--- src/rtl/alu_pkg.sv ---
// rtl/alu_pkg.sv - shared ALU types and constants
package alu_pkg;

    localparam int ALU_WIDTH = 8;

    typedef enum logic [1:0] {
        ALU_ADDSUB = 2'b00,
        ALU_SHIFT  = 2'b01,
        ALU_AND    = 2'b10,
        ALU_OR     = 2'b11
    } aluOp_t;

    typedef struct packed {
        logic n;
        logic nz;
        logic c;
    } aluFlags_t;

    localparam logic DIR_ADD   = 1'b0;
    localparam logic DIR_LEFT  = 1'b0;
    localparam logic DIR_SUB   = 1'b1;
    localparam logic DIR_RIGHT = 1'b1;

endpackage

--- src/rtl/alu_core.sv ---
// rtl/alu_core.sv - combinational ALU datapath: result and carry
module alu_core
    import alu_pkg::*;
#(
    parameter int WIDTH = ALU_WIDTH
) (
    input  logic [WIDTH-1:0] i_operandA,
    input  logic [WIDTH-1:0] i_operandB,
    input  aluOp_t           i_op,
    input  logic             i_dir,
    output logic [WIDTH-1:0] o_result,
    output logic             o_carry
);

    logic [WIDTH-1:0] bOperand;
    logic [WIDTH:0]   sum;

    // Subtract as A + ~B + 1 so the carry-out doubles as a no-borrow flag
    assign bOperand = i_dir ? ~i_operandB : i_operandB;
    assign sum      = {1'b0, i_operandA} + {1'b0, bOperand} + {{WIDTH{1'b0}}, i_dir};

    always_comb begin
        o_result = '0;
        o_carry  = 1'b0;
        case (i_op)
            ALU_ADDSUB: begin
                o_result = sum[WIDTH-1:0];
                o_carry  = sum[WIDTH];
            end
            ALU_SHIFT: begin
                if (i_dir == DIR_RIGHT) begin
                    o_result = {1'b0, i_operandA[WIDTH-1:1]};
                    o_carry  = i_operandA[0];
                end else begin
                    o_result = {i_operandA[WIDTH-2:0], 1'b0};
                    o_carry  = i_operandA[WIDTH-1];
                end
            end
            ALU_AND: o_result = i_operandA & i_operandB;
            ALU_OR:  o_result = i_operandA | i_operandB;
            default: begin
                o_result = '0;
                o_carry  = 1'b0;
            end
        endcase
    end

endmodule

--- src/rtl/alu_unit.sv ---
// rtl/alu_unit.sv - registered ALU stage with flag outputs and gated bus driver
module alu_unit
    import alu_pkg::*;
#(
    parameter int WIDTH = ALU_WIDTH
) (
    input  logic             i_clk,
    input  logic             i_nReset,
    input  logic [WIDTH-1:0] i_operandA,
    input  logic [WIDTH-1:0] i_operandB,
    input  logic [1:0]       i_ctrlAluOp,
    input  logic             i_ctrlAluSubShiftDir,
    input  logic             i_ctrlAluWr,
    input  logic             i_ctrlAluNOE,
    output logic [WIDTH-1:0] o_busData,
    output logic             o_busEn,
    output logic             o_aluFlagN,
    output logic             o_aluFlagNZ,
    output logic             o_aluFlagC
);

    logic [WIDTH-1:0] coreResult;
    logic             coreCarry;
    logic [WIDTH-1:0] rResult;
    aluFlags_t        rFlags;

    alu_core #(.WIDTH(WIDTH)) uCore (
        .i_operandA (i_operandA),
        .i_operandB (i_operandB),
        .i_op       (aluOp_t'(i_ctrlAluOp)),
        .i_dir      (i_ctrlAluSubShiftDir),
        .o_result   (coreResult),
        .o_carry    (coreCarry)
    );

    always_ff @(posedge i_clk or negedge i_nReset) begin
        if (!i_nReset) begin
            rResult <= '0;
            rFlags  <= '0;
        end else if (i_ctrlAluWr) begin
            rResult   <= coreResult;
            rFlags.n  <= coreResult[WIDTH-1];
            rFlags.nz <= |coreResult;
            rFlags.c  <= coreCarry;
        end
    end

    // Bus is driven only from the register, never straight from the operands
    assign o_busEn     = ~i_ctrlAluNOE;
    assign o_busData   = rResult & {WIDTH{~i_ctrlAluNOE}};
    assign o_aluFlagN  = rFlags.n;
    assign o_aluFlagNZ = rFlags.nz;
    assign o_aluFlagC  = rFlags.c;

endmodule

--- config.mk ---
export PLATFORM = sky130hd
export DESIGN_NAME = alu_unit
export DESIGN_NICKNAME = d
export VERILOG_FILES = /design/src/rtl/alu_pkg.sv /design/src/rtl/alu_core.sv /design/src/rtl/alu_unit.sv
export SDC_FILE = /design/constraint.sdc
export NUM_CORES = 1
export LEC_CHECK = 0
export BUFFER_PORTS_ARGS = -buffer_cell sky130_fd_sc_hd__buf_4
export CAP_MARGIN = 20
export CORE_MARGIN = 5
export CORE_UTILIZATION = 45
export CTS_CLUSTER_DIAMETER = 120
export DETAILED_ROUTE_END_ITERATION = 7
export GPL_ROUTABILITY_DRIVEN = 0
export PLACE_DENSITY = 0.68
export SETUP_SLACK_MARGIN = 0.2
export SYNTH_ARGS = -nofsm -noshare
export SYNTH_HDL_FRONTEND = slang
export SYNTH_SLANG_ARGS = --single-unit
--- constraint.sdc ---
create_clock -name i_clk -period 0.9 [get_ports i_clk]
set_clock_uncertainty 0.05 [all_clocks]
set_input_delay 0.09 -clock i_clk [delete_from_list [all_inputs] [get_ports i_clk]]
set_output_delay 0.09 -clock i_clk [all_outputs]
set_load 0.01 [all_outputs]
# == After elaboration in Yosys (flattened, before gate mapping) ==
# Index checks and enable logic that the tools add are counted.
# op_classes
n_mux,5
n_eq_ne,3
addsub,2
bitwise,5
n_reduce_logical,2
# op_table
operator,n
one-hot mux 8 bit (4 select lines),1
AND 8 bit,2
2-to-1 mux 8 bit,2
adder 8 x 8 -> 9 bit,1
adder 9 x 1 -> 9 bit,1
NOT 8 bit,1
bitwise OR 8 bit,1
OR reduction 8 bit,1
== test 2 bit (second input constant),2
== test 2 x 1 -> 1 bit (second input constant),1
logical NOT 2 bit,1
one-hot mux 1 bit (2 select lines),1
2-to-1 mux 1 bit,1
NOT 1 bit,1
# totals
output_inout_bits,12
reg_bits,11

# == Depth between registers and ports, before layout ==
# Gate-level depths: netlist of run 1.
# depth
ltp_word,6
ltp_mapped,10
depth_no_buf,9

# == By module ==
# From an unflattened synthesis of run 1, not the netlist that was laid out.
# hier_totals
cells_unflattened,142
hier_area_um2,1267.5
# by_module_without_submodules
mod,n_inst,cells_each,area_per_inst_um2
alu_core,1,108,793.3
alu_unit,1,34,474.2

# == Worst setup path before layout of run 1 ==
# No wires, ideal clock.
# synth_path
kind,input port to flip-flop
from,in i_ctrlAluSubShiftDir
to,"reg rFlags, in the netlist o_aluFlagC"
path_buffers,2
arrival_time_ns,2.071
setup_slack_ns,-1.345
cell_stages,10
cell_sequence,buf_6 buf_2 xor2_1 fa_1 a211oi_1 o21ai_1 a21o_1 a31oi_1 nor2_1 mux2_2
# synth_between
elab_chain_len,4
elab_cells_between_ends,5
# synth_rtl
item,line,source
from (decl),alu_unit.sv:12,"input logic i_ctrlAluSubShiftDir,"
2-to-1 mux 8 bit,alu_core.sv:19,assign bOperand = i_dir ? ~i_operandB : i_operandB;
adder 8 x 8 -> 9 bit,alu_core.sv:20,"assign sum = {1'b0, i_operandA} + {1'b0, bOperand} + {{WIDTH{1'b0}}, i_dir};"
adder 9 x 1 -> 9 bit,alu_core.sv:20,
one-hot mux 1 bit (2 select lines) *,alu_core.sv:25,case (i_op)
to (decl),alu_unit.sv:25,aluFlags_t rFlags;
# Mark *: on every way between the ends. The rest lies on a longest branch, timed or not.
# A chain may end at the register's enable or synchronous reset.

# == Worst setup path after layout of run 1 ==
# layout_path
from,in i_operandB[0]
to,"reg rFlags, in the netlist o_aluFlagNZ"
# layout_between
elab_chain_len,6
elab_cells_between_ends,8
# layout_rtl
item,line,source
from (decl),alu_unit.sv:10,"input logic [WIDTH-1:0] i_operandB,"
NOT 8 bit,alu_core.sv:19,
2-to-1 mux 8 bit,alu_core.sv:19,
adder 8 x 8 -> 9 bit,alu_core.sv:20,
adder 9 x 1 -> 9 bit,alu_core.sv:20,
one-hot mux 8 bit (4 select lines) *,alu_core.sv:25,
OR reduction 8 bit *,alu_unit.sv:43,rFlags.nz <= |coreResult;
# Marked as above.

==> results of run 1 <==
-- layout make-up --
cell class,instances,area [um^2],share of cell area
tap,31,38.8,0.0178
multi-input combinational,127,1090,0.499
clock buffer,4,36.3,0.0166
sequential,10,250,0.115
timing repair buffer,87,742,0.340
inverter,7,26.3,0.0120
-- per-layer routing --
| metal | vias to the layer above | global-route usage |
|---|---|---|
| met4 | 0 | 0.0981 |
| met2 | 58 | 0.368 |
| met3 | 16 | 0.0396 |
| li1 | 708 | - |
| met1 | 675 | 0.205 |
| met5 | - | 0 |
-- synth_stat cells, drive strengths merged, types with 3 or more instances --
library cell and instances:
inv 7, nand2 10, dfrtp 10, mux2 3, xnor2 5, nor2 16
a31oi 3, mux2i 13, buf 6, a21oi 18, nor2b 7, ha 9
o21ai 10, xor2 7
-- state kept, by name (all words and copies together) (netlist names) --
name and count:
o_aluFlagNZ 1, rResult 8, o_aluFlagC 1
-- critical path, cell delays in order --
cell and delay [ns]:
sky130_fd_sc_hd__buf_8 0.08, sky130_fd_sc_hd__mux2i_4 0.23, sky130_fd_sc_hd__inv_2 0.06, sky130_fd_sc_hd__fa_2 0.40, sky130_fd_sc_hd__a211oi_4 0.32, sky130_fd_sc_hd__a21oi_2 0.06, sky130_fd_sc_hd__xnor2_1 0.21, sky130_fd_sc_hd__a21oi_2 0.10
sky130_fd_sc_hd__nor4b_2 0.26, sky130_fd_sc_hd__a31oi_1 0.11
-- power by group --
part           internal [uW]  switching, uW
Sequential               516           37.2
Combinational            844            666
Clock                    245            147
-- metrics by stage --
stage                     instance area [um^2]  total power [uW]
after floorplan                           1350              1230
after global placement                    1860              1690
after detailed placement                  1860              1730
after CTS                                 2040              2290
after global routing                      2180              2610
final                                     2180              2450
-- timing repair --
action	CTS	global route
gates cloned	0	0
gates resized for setup	19	24
endpoints found under the hold margin	10	0
endpoints found under the setup margin	21	21
pin swaps	14	21
hold buffers	1	0
setup buffers	9	5
-- cell families (layout without fill, tap and decap cells) --
| family | count (synthesis) | count (layout) |
|---|---|---|
| XOR/XNOR | 12 | 12 |
| adder cells (fa/ha/maj) | 12 | 12 |
| AO/OA/AOI/OAI | 46 | 46 |
| buffers and inverters | 15 | 98 |
| multiplexers | 16 | 16 |
| flip-flops | 10 | 10 |
| AND/OR/NAND/NOR | 41 | 41 |
-- worst max path at each step --
| stage | to | slack [ns] | start | cells after the start |
|---|---|---|---|---|
| 6_report | o_aluFlagNZ$_DFFE_PN0P_ | -0.92 | i_operandB[0] | 10 |
| 5_1_grt | o_aluFlagNZ$_DFFE_PN0P_ | -0.99 | i_operandB[0] | 10 |
| 4_1_cts | o_aluFlagNZ$_DFFE_PN0P_ | -0.87 | i_ctrlAluSubShiftDir | 9 |
| 3_5_place_dp | o_aluFlagNZ$_DFFE_PN0P_ | -1.25 | i_ctrlAluSubShiftDir | 10 |
| 3_3_place_gp | o_aluFlagNZ$_DFFE_PN0P_ | -1.14 | i_ctrlAluSubShiftDir | 10 |
| 2_1_floorplan | o_aluFlagC$_DFFE_PN0P_ | -1.09 | i_ctrlAluSubShiftDir | 10 |
-- cell usage in the layout (no fill, tap or decap), drive strengths merged, types with 2 or more instances in the layout --
| master | instances |
|---|---|
| xor2 | 7 |
| inv | 7 |
| and3 | 2 |
| maj3 | 2 |
| dfrtp | 10 |
| nor2b | 7 |
| a21oi | 18 |
| nand3 | 2 |
| ha | 9 |
| buf | 86 |
| o311ai | 2 |
| a31oi | 3 |
| clkbuf | 4 |
| mux2 | 3 |
| mux2i | 13 |
| nand2 | 10 |
| o221ai | 2 |
| o21ai | 10 |
| xnor2 | 5 |
| nor2 | 16 |
| o21a | 2 |
| o211ai | 2 |
==> impl_metrics.csv, run 1 <==
group,metric,value,unit
layout,finish.cell_count_without_fillers,266,
logic_synthesis,synth_enable_flop_cells,0,
min_path,timing.hold.worst.class,"in -> async",
route,drt_drc_violations_left,0,
logic_synthesis,synth-xor-area-share,0.0842,
layout,fillerInstances,174,
layout,final_core_util,0.806,
timing,tns,-7.68,ns
timing,final.min_clock_period,1.82,ns
route,met1_wl,1550,um
cts,clock_path_buffers,2,
global_route,pin_count_of_the_biggest_net_entering_global_routing,15,
worst_setup_path,timing_worst_setup_path_type,"in -> reg",
route,routed_wirelength,3990,um
logic_synthesis,ys_seq_elements,10,
logic_synthesis,async_flop_share,1.00,
timing,timing_max_transition_violations_final,0,
timing,max_slew_margin,0.764,
pwr,p_per_area,1120,nW/um^2
worst_setup_path,crit_path_max_fanout,3,
cts,cts.htree.levels,1,
logic_synthesis,netlist_instances,152,
logic_synthesis,ys_dominant_reg_cell,"sky130_fd_sc_hd__dfrtp_1",
timing,max_clock_freq,551,MHz
placed_design,place.detailed.instances,247,
placed_design,io_buffer_count,34,
worst_setup_path,r2r_end,"rResult[6]$_DFFE_PN0P_",
timing,hold_ws,0.141,ns
cts,clk_pin_slew_worst_paths,0.06,ns
die,die_width,62.7,um
route,routed_via_density,5.48,
die,ioPinCount,35,
worst_setup_path,required,0.98,ns
cts,worstSkewPairLatency,0.26,ns
layout,area.growth.synth_to_final,75.0,%
timing,final_hold_viol_count,0,
global_route,first_global_vias,1523,
global_route,global_route.overflow_total,0,
die,initial_utilization,0.461,
timing,setup_ws,-0.916,ns
layout,num_antenna_cells,0,
route,drt_pre_antenna_iters,4,
route,wl_met2,2070,um
logic_synthesis,mappedNetlistNets,185,
cts,cts_tree,"done",
die,fp.dieH,62.7,um
global_route,grt_pass1_wl,6580,um
worst_setup_path,setup.worst_path.start_class,"primary input",
logic_synthesis,yosys.area.top_type,"sky130_fd_sc_hd__dfrtp_1",
pwr,peak_ir_drop_on_the_vdd_network,1.26,mV
logic_synthesis,synth_compound_gate_area_share,0.243,
status,run_status,"finished, violations left",
worst_setup_path,setup.worst_path.end_class,"register",
worst_setup_path,rr_startpoint,"rResult[6]$_DFFE_PN0P_",
timing,transition_time_at_the_pin_with_the_least_slew_margin,0.353,ns
logic_synthesis,yosys.cell_types.count,40,
logic_synthesis,synth_seq_area_share,0.200,
logic_synthesis,synth.area.mux_share,0.134,
logic_synthesis,synthesis.area_per_instance,8.22,um^2
logic_synthesis,synth_simple_gate_area_share,0.160,
route,met3_length,189,um
worst_setup_path,rr_worst_depth,3,
pwr,static-leakage-power,0.00103,uW
route,avgRoutedWirePerCell,15.0,um
layout,design.final.nets,269,
placed_design,dp_slack,-1.25,ns
cts,clockRootBuffer,"sky130_fd_sc_hd__clkbuf_4",
route,via_count,1457,
cts,cts_buffers,3,
die,row_count,19,
logic_synthesis,synth.top_cells.by_area,"sky130_fd_sc_hd__dfrtp_1, sky130_fd_sc_hd__mux2i_1, sky130_fd_sc_hd__ha_1",
cts,clkSinkCount,10,
logic_synthesis,synth.yosys.warnings,0,
status,failing_checks,"negative setup slack",
die,die_area,3930,um^2
logic_synthesis,adder_cell_area_share_of_the_yosys_netlist,0.122,
logic_synthesis,synth_top_family_by_area,"compound AO/OA/AOI/OAI gates",
worst_setup_path,r2r_setup_slack,-0.16,ns
timing,setup_viol,21,
logic_synthesis,synthesis.area,1250,um^2
placed_design,place.detailed.hpwl,3040,um
layout,post_route_cells_drive_above_1_share,0.532,
route,iteration_0_drc_count_of_the_detailed_router,56,
die,floorplan.core_area,2710,um^2
logic_synthesis,synthDominantCellAreaShare,0.200,
global_route,antenna_found_initial,0,
global_route,total_global_route_track_usage,0.197,
route,topRoutingLayerUsed,"met4",
job,max_cap_viol_count,0,
worst_setup_path,critPathArrivalTime,1.90,ns
route,antenna_violating_nets_post_route,0,
timing,timing.final.crit_share,2.02,
timing,rsz0062_at_grt,"true",
(Power assumes the default switching activity.)
==> run 2, diff against run 1 <==
Settings changed: ABC_AREA from default to 1.
==> impl_metrics.csv, run 2 <==
group,metric,value,unit
route,iteration_0_drc_count_of_the_detailed_router,39,
worst_setup_path,setup.worst_path.start_class,"primary input",
layout,layout.cells.most_common,"sky130_fd_sc_hd__buf_4",
die,ioPinCount,35,
logic_synthesis,netlist_instances,212,
pwr,static-leakage-power,0.00116,uW
timing,tns,-5.63,ns
worst_setup_path,timing_worst_setup_path_type,"in -> reg",
layout,layout.cells.most_common_list,"sky130_fd_sc_hd__buf_4, sky130_fd_sc_hd__nand2_1, sky130_fd_sc_hd__inv_1",
global_route,global_route.overflow_total,0,
job,max_cap_viol_count,0,
timing,rsz0062_at_grt,"true",
layout,finish.cell_count_without_fillers,331,
timing,final.min_clock_period,1.54,ns
cts,cts_buffers,3,
layout,post_route_cells_drive_above_1_share,0.443,
status,run_status,"finished, violations left",
cts,worstSkewPairLatency,0.25,ns
cts,cts.htree.levels,1,
worst_setup_path,required,1.03,ns
layout,area.growth.synth_to_final,70.3,%
route,drt_pre_antenna_iters,4,
min_path,timing.hold.worst.class,"in -> async",
route,via_count,1603,
cts,cts_tree,"done",
layout,largest_register_ff_count,8,
layout,registers.top_by_ff_count,"rResult",
pwr,clkPwrFrac,0.124,
status,failing_checks,"negative setup slack",
pwr,power.sequential.fraction,0.242,
pwr,total_power,2250,uW
layout,num_antenna_cells,0,
worst_setup_path,critical-path-slowest-cell,"sky130_fd_sc_hd__ha_1",
die,row_count,19,
logic_synthesis,synth_enable_flop_cells,0,
worst_setup_path,r2r_setup_slack,0.01,ns
timing,transition_time_at_the_pin_with_the_least_slew_margin,0.305,ns
logic_synthesis,yosys.cell_types.count,28,
logic_synthesis,synth_commonest_cells,"sky130_fd_sc_hd__nand2_1, sky130_fd_sc_hd__inv_1, sky130_fd_sc_hd__nor2_1, sky130_fd_sc_hd__nand3_1, sky130_fd_sc_hd__a21oi_1",
route,antenna_violating_nets_post_route,0,
die,initial_utilization,0.465,
worst_setup_path,path_cells,"buf_12, xor2_1, ha_1, a21oi_2, nor2_1, nor2_1, buf_4, nand3_1, nand2_1, a21oi_2, buf_4, o21ai_2",
timing,max_slew_margin,0.796,
timing,timing_max_transition_violations_final,0,
layout,finish.instance_area,2170,um^2
logic_synthesis,yosys.area.top_type,"sky130_fd_sc_hd__dfrtp_1",
global_route,first_global_vias,1611,
logic_synthesis,synthesis.area_per_instance,6.00,um^2
timing,setup_ws,-0.645,ns
layout,design.final.nets,335,
pwr,p_sw,840,uW
pwr,comb_power_share,0.633,
logic_synthesis,synth.yosys.warnings,0,
layout,final_core_util,0.793,
logic_synthesis,synthesis.area,1270,um^2
timing,max_clock_freq,647,MHz
worst_setup_path,timing.critical_path.buf_inv,3,
timing,timing.final.crit_share,1.72,
pwr,internal_power,1410,uW
timing,final_hold_viol_count,0,
logic_synthesis,synth.most_common_cell,"sky130_fd_sc_hd__nand2_1",
pwr,power.switching_fraction,0.374,
global_route,grt_pass1_wl,6640,um
logic_synthesis,async_flop_share,1.00,
route,drt_drc_violations_left,0,
die,die_width,63.2,um
route,routed_wirelength,3980,um
placed_design,place.detailed.instances,309,
worst_setup_path,crit_family,"buffers and inverters",
logic_synthesis,synth.top_cells.by_area,"sky130_fd_sc_hd__dfrtp_1, sky130_fd_sc_hd__nand2_1, sky130_fd_sc_hd__inv_1",
placed_design,io_buffer_count,34,
pwr,p_per_area,1040,nW/um^2
die,floorplan.core_area,2730,um^2
die,fp.dieH,63.2,um
global_route,antenna_found_initial,0,
worst_setup_path,critPathArrivalTime,1.68,ns
route,routed_via_density,4.84,
placed_design,place.detailed.hpwl,3060,um
worst_setup_path,crit_path_max_fanout,8,
logic_synthesis,ys_dominant_reg_cell,"sky130_fd_sc_hd__dfrtp_1",
global_route,pin_count_of_the_biggest_net_entering_global_routing,13,
logic_synthesis,mappedNetlistNets,245,
timing,setup_viol,21,
logic_synthesis,synth_seq_area_share,0.197,
placed_design,placed_cell_area,1830,um^2
logic_synthesis,ys_seq_elements,10,
pwr,peak_ir_drop_on_the_vdd_network,0.922,mV
global_route,total_global_route_track_usage,0.197,
cts,clk_pin_slew_worst_paths,0.06,ns
worst_setup_path,slowest_delay,0.36,ns
cts,clkSinkCount,10,
cts,clockRootBuffer,"sky130_fd_sc_hd__clkbuf_4",
cts,clock_path_buffers,2,
logic_synthesis,synthDominantCellAreaShare,0.197,
die,die_area,3990,um^2
worst_setup_path,setup.worst_path.end_class,"register",
route,avgRoutedWirePerCell,12.0,um
## run 2: cell count changes in the layout (fill, tap and decap cells not counted), moves of 5 or more
cell                      previous run  this run
sky130_fd_sc_hd__nand2_1            10        47
sky130_fd_sc_hd__inv_1               3        24
sky130_fd_sc_hd__nand3_1             2        16
sky130_fd_sc_hd__mux2i_1            12         0
sky130_fd_sc_hd__buf_4              71        81
sky130_fd_sc_hd__nand2_2             0         8
sky130_fd_sc_hd__nor2_1             14        21
sky130_fd_sc_hd__inv_2               4        10
sky130_fd_sc_hd__a21oi_2             7         2
sky130_fd_sc_hd__buf_6              11         6
## run 2: per-layer routing
metal	share of wire	global-route usage	wire length (um)
met5	0	0	0
met4	0.025	0.0753	100
met3	0.037	0.00888	146
met2	0.51	0.373	2040
met1	0.42	0.228	1690
## run 2: logic make-up (layout without fill, tap and decap cells)
kind of cell / count (synthesis) / in the layout / synth area share
flops: 10 / 10 / 0.197
buf+inv: 38 / 126 / 0.124
fa+ha+maj: 10 / 10 / 0.104
xor+xnor: 8 / 8 / 0.0551
compound gates: 33 / 33 / 0.140
simple gates: 113 / 113 / 0.381
## run 2: worst register-to-register path: stages (launching register included)
cell and delay [ns]:
sky130_fd_sc_hd__dfrtp_1 0.37, sky130_fd_sc_hd__buf_4 0.13, sky130_fd_sc_hd__buf_4 0.12, sky130_fd_sc_hd__nand2_1 0.05, sky130_fd_sc_hd__o21ai_1 0.06
## run 2: power groups by stage
| stage | clock network, uW | registers [uW] | logic [uW] |
|---|---|---|---|
| after floorplan | 0 | 545 | 595 |
| after global placement | 0 | 539 | 1070 |
| after detailed placement | 0 | 544 | 1090 |
| after CTS | 292 | 539 | 1310 |
| after global routing | 311 | 551 | 1580 |
| final | 279 | 544 | 1420 |
## run 2: area by class of cell
type / instances / area (um^2)
well taps: 31 / 38.8
inverters: 34 / 128
flip-flops and latches: 10 / 250
clock buffers: 3 / 22.5
repair buffers: 89 / 706
multi-input cells: 164 / 1020
fillers: 219 / 567
## run 2: path summary, 6_finish.rpt
path,from,endpoint,depth (start not counted)
max,i_ctrlAluSubShiftDir,rResult[7]$_DFFE_PN0P_,12
min,i_nReset,rResult[0]$_DFFE_PN0P_,2
max reg2reg,rResult[2]$_DFFE_PN0P_,rResult[2]$_DFFE_PN0P_,4
min reg2reg,rResult[0]$_DFFE_PN0P_,rResult[0]$_DFFE_PN0P_,2
max in group asynchronous,i_nReset,rResult[5]$_DFFE_PN0P_,2
min in group i_clk,i_ctrlAluWr,rResult[5]$_DFFE_PN0P_,3
## run 2: stage by stage
step                      hold WS [ns]  setup slack, ns
after floorplan                 -0.256           -0.871
after global placement          -0.128           -0.918
after detailed placement        -0.127           -0.950
after CTS                        0.132           -0.627
after global routing             0.153           -0.765
final                            0.146           -0.645
## run 2: timing repair
action	CTS	global route
gates resized for setup	28	14
pin swaps	22	13
setup endpoints to repair	21	21
endpoints found under the hold margin	10	0
hold buffers	1	0
buffers inserted	12	6
